$ cat src/rtl/axi_cnt_master.sv
// Free-running counter plus a single-outstanding AXI master that writes a
// snapshot of the count to one slave register, reads it back and compares.
module axi_cnt_master #(
    parameter logic [3:0]  AXI_ID   = 4'h1,
    parameter logic [7:0]  TIMEOUT  = 8'd255,
    parameter logic [31:0] ADDR_MAX = 32'd7
) (
    input  logic        clk,
    input  logic        areset,
    input  logic        en_i,
    input  logic        start_i,
    input  logic [31:0] addr_i,
    output logic        busy_o,
    output logic        done_o,
    output logic        err_o,
    output logic [31:0] cnt_o,
    output logic [3:0]  awid_o,
    output logic [31:0] awaddr_o,
    output logic        awvalid_o,
    input  logic        awready_i,
    output logic [3:0]  wid_o,
    output logic [31:0] wdata_o,
    output logic [3:0]  wstrb_o,
    output logic        wlast_o,
    output logic        wvalid_o,
    input  logic        wready_i,
    input  logic [1:0]  bresp_i,
    input  logic        bvalid_i,
    output logic        bready_o,
    output logic [3:0]  arid_o,
    output logic [31:0] araddr_o,
    output logic        arvalid_o,
    input  logic        arready_i,
    input  logic [31:0] rdata_i,
    input  logic        rvalid_i,
    output logic        rready_o
);

    typedef enum logic [2:0] {IDLE, WRITE, WAIT_B, READ, WAIT_R, DONE} state_t;

    state_t      state, state_nxt;
    logic [31:0] cnt_q, addr_q, data_q;
    logic        aw_done, w_done;
    logic        err_q, err_nxt;
    logic [7:0]  wait_cnt;
    logic        tmo, aw_hs, w_hs;

    // On the timeout cycle every valid/ready is already low, so a late
    // handshake can never race the abort.
    assign tmo       = (wait_cnt == TIMEOUT);
    assign awvalid_o = (state == WRITE)  && !aw_done && !tmo;
    assign wvalid_o  = (state == WRITE)  && !w_done  && !tmo;
    assign bready_o  = (state == WAIT_B) && !tmo;
    assign arvalid_o = (state == READ)   && !tmo;
    assign rready_o  = (state == WAIT_R) && !tmo;
    assign aw_hs     = awvalid_o && awready_i;
    assign w_hs      = wvalid_o  && wready_i;

    assign busy_o   = (state != IDLE);
    assign done_o   = (state == DONE);
    assign err_o    = err_q;
    assign cnt_o    = cnt_q;
    assign awid_o   = AXI_ID;
    assign wid_o    = AXI_ID;
    assign arid_o   = AXI_ID;
    assign awaddr_o = addr_q;
    assign araddr_o = addr_q;
    assign wdata_o  = data_q;
    assign wstrb_o  = 4'hF;
    assign wlast_o  = 1'b1;

    always_ff @(posedge clk) begin
        if (areset) begin
            state <= IDLE;
            err_q <= 1'b0;
        end else begin
            state <= state_nxt;
            err_q <= err_nxt;
        end
    end

    always_comb begin
        state_nxt = state;
        err_nxt   = err_q;
        case (state)
            IDLE: if (start_i) begin
                err_nxt = 1'b0;
                if (addr_i > ADDR_MAX) begin
                    state_nxt = DONE;
                    err_nxt   = 1'b1;
                end else begin
                    state_nxt = WRITE;
                end
            end
            WRITE: if (tmo) begin
                state_nxt = DONE;
                err_nxt   = 1'b1;
            end else if ((aw_done || aw_hs) && (w_done || w_hs)) begin
                state_nxt = WAIT_B;
            end
            WAIT_B: if (tmo) begin
                state_nxt = DONE;
                err_nxt   = 1'b1;
            end else if (bvalid_i) begin
                if (bresp_i != 2'b00) begin
                    state_nxt = DONE;
                    err_nxt   = 1'b1;
                end else begin
                    state_nxt = READ;
                end
            end
            READ: if (tmo) begin
                state_nxt = DONE;
                err_nxt   = 1'b1;
            end else if (arready_i) begin
                state_nxt = WAIT_R;
            end
            WAIT_R: if (tmo) begin
                state_nxt = DONE;
                err_nxt   = 1'b1;
            end else if (rvalid_i) begin
                state_nxt = DONE;
                err_nxt   = (rdata_i != data_q);
            end
            DONE:    state_nxt = IDLE;
            default: state_nxt = IDLE;
        endcase
    end

    always_ff @(posedge clk) begin
        if (areset) begin
            cnt_q    <= '0;
            addr_q   <= '0;
            data_q   <= '0;
            aw_done  <= 1'b0;
            w_done   <= 1'b0;
            wait_cnt <= '0;
        end else begin
            if (en_i)
                cnt_q <= cnt_q + 32'd1;
            // Snapshot is the pre-increment value seen on the start edge.
            if (state == IDLE && start_i) begin
                addr_q <= addr_i;
                data_q <= cnt_q;
            end
            if (state == IDLE) begin
                aw_done <= 1'b0;
                w_done  <= 1'b0;
            end else begin
                if (aw_hs) aw_done <= 1'b1;
                if (w_hs)  w_done  <= 1'b1;
            end
            if (state_nxt != state || state == IDLE || state == DONE)
                wait_cnt <= '0;
            else if (!tmo)
                wait_cnt <= wait_cnt + 8'd1;
        end
    end

endmodule

$ cat config.mk
export PLATFORM = sky130hd
export DESIGN_NAME = axi_cnt_master
export DESIGN_NICKNAME = d
export VERILOG_FILES = /design/src/rtl/axi_cnt_master.sv
export SDC_FILE = /design/constraint.sdc
export NUM_CORES = 1
export LEC_CHECK = 0
export ABC_AREA = 1
export CAP_MARGIN = 20
export CORE_MARGIN = 3
export CORE_UTILIZATION = 30
export CTS_BUF_LIST = sky130_fd_sc_hd__clkbuf_8 sky130_fd_sc_hd__clkbuf_16
export DETAILED_ROUTE_END_ITERATION = 6
export SKIP_LAST_GASP = 1
export SYNTH_ARGS = -nofsm -noshare
export SYNTH_HDL_FRONTEND = slang
export SYNTH_SLANG_ARGS = --single-unit
$ cat constraint.sdc
create_clock -name clk -period 1.7 [get_ports clk]
set_clock_uncertainty 0.1 [all_clocks]
set_input_delay 0.17 -clock clk [delete_from_list [all_inputs] [get_ports clk]]
set_output_delay 0.17 -clock clk [all_outputs]
set_load 0.01 [all_outputs]
After elaboration in Yosys (flattened, before gate mapping)
Index checks and enable logic that the tools add are counted.

Bits in registers: 110. Input bits: 75. Output and inout bits: 153.

Magnitude comparators: 1. Mux-type cells: 21. Reduce and logical (&&, ||, !) cells: 26. Add/sub/neg operators: 2. Equality and inequality tests: 13.

Operator list (number): $mux W3 (11); $add A32 B1 Y32 const B (1); $gt A32 B3 Y1 const B (1); $ne A32 B32 Y1 (1); $pmux W3 S5 (1); $logic_and A1 B1 Y1 (11); $add A8 B1 Y8 const B (1); $eq A8 B8 Y1 const B (1); $mux W1 (8); $eq A3 B2 Y1 const B (2); $eq A3 B3 Y1 const B (2); $ne A3 B3 Y1 const B (2); $reduce_and A6 Y1 (1); $reduce_or A2 Y1 (3); $logic_or A1 B1 Y1 (4); $pmux W1 S4 (1); $reduce_bool A4 Y1 (1); $eq A3 B1 Y1 const B (1); $logic_not A1 Y1 (3); $logic_not A3 Y1 (1); $ne A3 B2 Y1 const B (1); $ne A3 B3 Y1 (1); $reduce_bool A3 Y1 (1); $ne A2 B1 Y1 const B (1); 2 further kinds (2).

Depth between registers and ports, before layout
Gate-level depths: netlist of run 1.

Depth after elaboration: 13. Depth in mapped cells: 14.

Worst setup path after synthesis of run 1
OpenSTA, ideal clock, no wires.

Path kind: reg-to-reg. Start: reg wait_cnt[0]. End: reg wait_cnt[2]. Slack: -35 ps. Buffers on the path: 0. Data required time: 1485 ps. Setup time: 115 ps. Arrival time: 1520 ps. Stages on the path, launching flop included: 15. Cell sequence: dfxtp_1 -> ha_1 -> nand2_1 -> nor2_2 -> nand2_2 -> nand3_1 -> nand2_1 -> nand2_1 -> nand2_1 -> nand2_1 -> nand2_1 -> nand2_1 -> nand2_1 -> nand2_4 -> nor2_1.

Word-level cells in the longest chain between the ends: 13. Elaborated cells on any way between the ends: 20. Those cells by class: 1 x add/sub; 2 x eq/ne; 6 x mux; 11 x reduce/logical.

Ends and longest elaborated chain: from (decl) (line 45) `logic [7:0] wait_cnt;`; from (signal assigned) (line 156) `wait_cnt <= wait_cnt + 8'd1;`; $eq A8 B8 Y1 (line 50) `assign tmo = (wait_cnt == TIMEOUT);`; $logic_not A1 Y1; $logic_and A1 B1 Y1, on equally long branches (line 51, 52); $logic_and A1 B1 Y1, on equally long branches (line 56, 57); $logic_or A1 B1 Y1 (line 98) `end else if ((aw_done || aw_hs) && (w_done || w_hs)) begin`; $logic_and A1 B1 Y1 (line 98); $mux W3 (line 98); $mux W3 (line 95) `WRITE: if (tmo) begin`; $pmux W3 S5 (line 85) `case (state)`; $ne A3 B3 Y1 (line 153) `if (state_nxt != state || state == IDLE || state == DONE)`; $logic_or A1 B1 Y1 (2 in series) (line 153); $reduce_or A2 Y1 (no line).

Parallel ways exist; a longest one is shown, timed or not. A chain may end at the register's enable or synchronous reset.

Worst setup path after layout of run 1
Start: reg wait_cnt[1]. End: reg wait_cnt[2].

The elaborated chain is that of the path after synthesis.

==> impl_metrics.tcl, run 1 <==
set metrics [dict create \
    core_area_mm2 0.0181 \
    path_clk_slew_ps 80 \
    cp-end-kind "register" \
    cp_max_fo 8 \
    min_period_over_period 1.06 \
    synth_seq_cells 110 \
    grt_pass1_wl_um 30700 \
    synthAdderAreaFrac 0.00448 \
    synth_warnings 0 \
    cts_made_buffers 9 \
    violations "setup timing" \
    synth_area_mm2 0.00558 \
    die_w_um 142 \
    power.density_mw_per_mm2 724 \
    worst-setup-path-type "register to register" \
    drc 0 \
    cts_sinks 110 \
    die_y_um 142 \
    gr-total-overflow 0 \
    synth.avg_cell_area_um2 7.07 \
    grt_max_degree 46 \
    track_usage 0.191 \
    die_area_mm2 0.0203 \
    fmax_mhz 555 \
    finalWirelength_um 20800 \
    async_reset_ff_frac 0 \
    hold_viol 0 \
    maxSlewHeadroom 0.580 \
    initial_core_util 0.308 \
    antenna_found_initial 0 \
    cp.required_ps 1890 \
    drt_iter0_drc 342 \
    muxShareOfSynthArea 0.00179 \
    cts_tree "built" \
    drv_slew 0 \
    fin_cells 1301 \
    synth-simple-area-share 0.248 \
    synth_top_family_by_area "simple AND/OR/NAND/NOR gates" \
    antenna_cells 0 \
    synth_xor_xnor_area_share 0.0596 \
    ir_drop_mv 0.472 \
    min_period_ps 1800 \
    portBuffers 210 \
    area_delta_synth_final_pct 63.9 \
    wire_per_inst_um 16.0 \
    rsz0062_at_grt "yes" \
    placed_cells_incl_taps 1271 \
    synth-edff-count 0 \
    fin_nets 1144 \
    min_path_type "primary input to register" \
    vias 6146 \
    vias_per_cell 4.72 \
    p_leak_nw 3.81 \
    hold_buffers 0 \
    worst_pin_slew_ps 630 \
    netlist_instances 790 \
    ioPinCount 228 \
    power_mw 6.63 \
    synth.distinct_cells 37 \
    synth_sequential_area_ratio 0.394 \
    finalSetupViolCount 16 \
    final_antenna_net_count 0 \
    grt_pass1_vias 5733 \
    synth_compound_area_frac 0.147 \
    cap_violations 0 \
    synth_top_flop_cell "dfxtp_1" \
    critPathArrivalTime_ps 1990 \
    clk_latency_ps 350 \
    clock_path_buffers 2 \
    root_buffer "clkbuf_16" \
    drt_pass1_iterations 5 \
    startpoint_type "register" \
    outcome "finished with violations" \
    htreeDepth 3 \
    drive_gt1_frac 0.234 \
    gp_congestion 0.948 \
    rows 49 \
    dp_hpwl_um 15300 \
    fin_ws_ps -103 \
]
-- Yosys cell counts (2+ instances only) --
| master | instances | share of area |
|---|---|---|
| ha_1 | 2 | 0.0045 |
| o22ai_1 | 2 | 0.0022 |
| or2_2 | 3 | 0.0034 |
| nor3_4 | 3 | 0.0087 |
| dfxtp_1 | 110 | 0.39 |
| nand3_1 | 20 | 0.018 |
| nand4_1 | 11 | 0.012 |
| inv_1 | 76 | 0.051 |
| xor2_1 | 20 | 0.031 |
| buf_2 | 6 | 0.0054 |
| o21ai_0 | 59 | 0.053 |
| a21oi_1 | 94 | 0.084 |
| nand2_1 | 156 | 0.10 |
| nand2_2 | 2 | 0.0022 |
| buf_4 | 50 | 0.067 |
| nor2_1 | 76 | 0.051 |
| clkbuf_1 | 18 | 0.012 |
| inv_2 | 7 | 0.0047 |
| nand3_2 | 2 | 0.0036 |
| nor3_1 | 31 | 0.028 |
| nor4_1 | 3 | 0.0034 |
| conb_1 | 2 | 0.0013 |
| o21a_1 | 2 | 0.0027 |
| xnor2_1 | 18 | 0.028 |
| nor2_2 | 5 | 0.0056 |
-- metrics by stage --
step	setup WS, ps	utilization	cell area [um2]	hold slack, ps	setup TNS (ps)
after detailed placement	-350	0.461	8370	368	-6610
after global routing	-212	0.504	9150	152	-3810
after global placement	-318	0.461	8370	364	-6050
after CTS	-114	0.487	8840	104	-1150
after floorplan	25.1	-	5660	214	0
final	-103	0.504	9150	127	-1110
-- layout by cell type, fill, tap and decap left out, drive strengths merged, types with 3 or more instances in the layout --
master and n:
clkbuf 12, nand4 11, conb 17, dfxtp 110, clkinv 3, a21oi 94, nor4 3, dlymetal6s2s 5
nand2 159, nand3 22, nor2 81, inv 84, nor3 35, clkdlybuf4s50 195, dlygate4sd2 3, xor2 20
o21ai 60, buf 120, xnor2 18, or2 3
-- final timing paths --
| kind | startpoint | end | slack [ps] | cells after the start |
|---|---|---|---|---|
| setup / recovery | wait_cnt[1] | wait_cnt[2] | -100 | 13 |
| hold / removal | areset | aw_done | 130 | 4 |
| setup reg to reg | wait_cnt[1] | wait_cnt[2] | -100 | 13 |
| hold reg to reg | araddr_o[1] | araddr_o[1] | 390 | 2 |
-- power by group --
part           switching (mW)  internal [mW]
Combinational           0.732          0.821
Sequential              0.119           2.72
Clock                    1.04           1.19
Total                    1.89           4.73
-- flip-flops by register name, summed over array words and instances (netlist names) --
signal    count
araddr_o     32
err_o         1
wdata_o      32
state         3
w_done        1
wait_cnt      8
cnt_o        32
aw_done       1
-- worst max-delay path, cell delays in order, from the launching register on --
cell and delay (ps):
dfxtp_2 340, ha_4 160, nand2_4 70, nor2_4 40
nand2_4 80, buf_4 120, clkinv_4 80, o21ai_0 190
nand2_1 100, nor2_2 120, nand2_2 70, nand2_2 70
nand2_4 90, nor2_1 100
-- routing by layer --
metal / global-route usage / up-vias / share of wire
met5: 0 / - / 0
met4: 0.0520 / 0 / 0.016
met3: 0.0349 / 19 / 0.063
met2: 0.335 / 214 / 0.50
met1: 0.242 / 2872 / 0.42
li1: - / 3041 / -
-- area by class of cell --
type / count / area [um2]
clock inverters: 6 / 67.6
inverters: 84 / 330
clock buffers: 10 / 239
well taps: 229 / 287
multi-input cells: 536 / 2950
fillers: 1748 / 9000
repair buffers: 326 / 3040
flip-flops and latches: 110 / 2240
-- kinds of logic (layout without fill, tap and decap cells) --
kind of cell	Yosys count	after routing
AND/OR/NAND/NOR	317	317
multiplexers	1	1
flip-flops	110	110
adder cells (fa/ha/maj)	2	2
buffers and inverters	159	426
other	2	17
AO/OA/AOI/OAI	161	161
XOR/XNOR	38	38
-- timing repair --
item | CTS | global route
buffers inserted | 7 | 6
endpoints found under the setup margin | 34 | 78
gates cloned | 0 | 1
pin swaps | 14 | 33
gates resized for setup | 63 | 87
No activity file was read; power rests on OpenSTA's default activity.
==> inputs of run 2 (changes only) <==
==> constraint.sdc (replaced) <==
create_clock -name clk -period 1.9 [get_ports clk]
set_clock_uncertainty 0.1 [all_clocks]
set_input_delay 0.19 -clock clk [delete_from_list [all_inputs] [get_ports clk]]
set_output_delay 0.19 -clock clk [all_outputs]
set_load 0.01 [all_outputs]
==> impl_metrics.tcl, run 2 (same netlist as run 1, synthesis figures left out) <==
set metrics [dict create \
    path_clk_slew_ps 80 \
    final_util 0.469 \
    max_stage_delay_ps 340 \
    drc 0 \
    cts_tree "built" \
    crit_top_cell "nand2_4" \
    gp_congestion 0.935 \
    route.met2.wl_um 9730 \
    cp_num_buf_inv 2 \
    crit_chain "ha_4 > nand2_4 > nor2_4 > nand2_4 > buf_4 > nand3_2 > nor2_2 > buf_2" \
    finalSetupViolCount 0 \
    grt_pass1_wl_um 30000 \
    gr-total-overflow 0 \
    placed_area_mm2 0.00803 \
    dp_hpwl_um 14900 \
    rr_startpoint "wait_cnt[1]" \
    cts_made_buffers 9 \
    grt_max_degree 56 \
    final_antenna_net_count 0 \
    vias_per_cell 4.66 \
    worstHoldStart "areset" \
    fmax_mhz 552 \
    power_mw 5.71 \
    drive_gt1_frac 0.150 \
    fin_ws_ps 89.9 \
    layout_common_cells "202 x clkdlybuf4s50_1, 151 x nand2_1, 103 x dfxtp_1, 94 x a21oi_1, 76 x inv_1" \
    power.density_mw_per_mm2 671 \
    rsz0062_at_grt "yes" \
    r2r-end "wait_cnt[2]" \
    dr_wl_met3_um 1070 \
    worstRegToRegCells 15 \
    die_w_um 142 \
    min_period_ps 1810 \
    p_leak_nw 3.38 \
    track_usage 0.188 \
    cap_violations 0 \
    hold_viol 0 \
    core_area_mm2 0.0181 \
    cp_max_fo 6 \
    wl_met1_um 8440 \
    ir_drop_mv 0.577 \
    clock_path_buffers 2 \
    root_buffer "clkbuf_16" \
    htreeDepth 3 \
    multi_input_area_mm2 0.00278 \
    crit_end "arvalid_o" \
    regArea_mm2 0.00221 \
    layout.cell_area.non_filler_mm2 0.00852 \
    cts_sinks 110 \
    startpoint "wait_cnt[1]" \
    die_area_mm2 0.0203 \
    wire_per_inst_um 15.6 \
    slowest_stage "dfxtp_2" \
    outcome "completed" \
    ff2ff_setup_slack_ps 100 \
    finalWirelength_um 19600 \
    num-fill-cells 1824 \
    grt_pass1_vias 5561 \
    cp-end-kind "output pin" \
    critPathTopFamily "simple AND/OR/NAND/NOR gates" \
    antenna_cells 0 \
    min_path_type "primary input to register" \
    top_layer "met4" \
    maxSlewHeadroom 0.612 \
    drt_pass1_iterations 5 \
    drt_iter0_drc 382 \
    ioPinCount 228 \
    fin_nets 1097 \
    cp.depth 8 \
    worst-setup-path-type "register to output pin" \
    dp_slack_ps -248 \
    critPathArrivalTime_ps 1520 \
    fin_cells 1254 \
    initial_core_util 0.308 \
    area_delta_synth_final_pct 52.5 \
    layout_commonest_cell "clkdlybuf4s50_1" \
    min_period_over_period 0.953 \
    drv_slew 0 \
    rows 49 \
    clk_latency_ps 360 \
    antenna_found_initial 0 \
    finalSetupTns_ps 0 \
    startpoint_type "register" \
    portBuffers 210 \
    cp.required_ps 1610 \
    worst_pin_slew_ps 583 \
    vias 5844 \
    placed_cells_incl_taps 1229 \
    die_y_um 142 \
    whs_ps 96.5 \
]
[run 2: area by class of cell]
class	instances	share of cell area
inverters	84	0.0376
clock buffers	10	0.0281
flip-flops and latches	110	0.260
repair buffers	279	0.309
well taps	229	0.0336
multi-input cells	536	0.327
clock inverters	6	0.00529
[run 2: per-layer routing]
| layer | track usage | up-vias |
|---|---|---|
| met3 | 0.0309 | 17 |
| met2 | 0.327 | 182 |
| met5 | 0 | - |
| met4 | 0.0595 | 0 |
| li1 | - | 2944 |
| met1 | 0.239 | 2701 |
[run 2: report_power, final]
| group | internal, mW | leakage [nW] | switching (mW) |
|---|---|---|---|
| combinational | 0.677 | 2.34 | 0.613 |
| clock | 0.938 | 0.137 | 0.941 |
| sequential | 2.43 | 0.901 | 0.108 |
[run 2: how the worst min path moves through the flow]
stage,depth (start not counted),to
finish,4,w_done
global route,4,w_done
CTS,4,w_done
detailed placement,2,w_done
global placement,2,araddr_o[20]
floorplan,2,araddr_o[20]
[run 2: repair_timing]
item	4_1_cts	5_1_grt
hold buffers	0	0
buffers inserted	6	3
gates resized for setup	36	36
setup endpoints to repair	16	41
pin swaps	3	11
[run 2: tightest hold or removal path: cells and delay by family]
kind	cells	cell delay [ps]
buffers and inverters	2	160
and+or+nand+nor	1	110
AOI/OAI and AO/OA	1	50
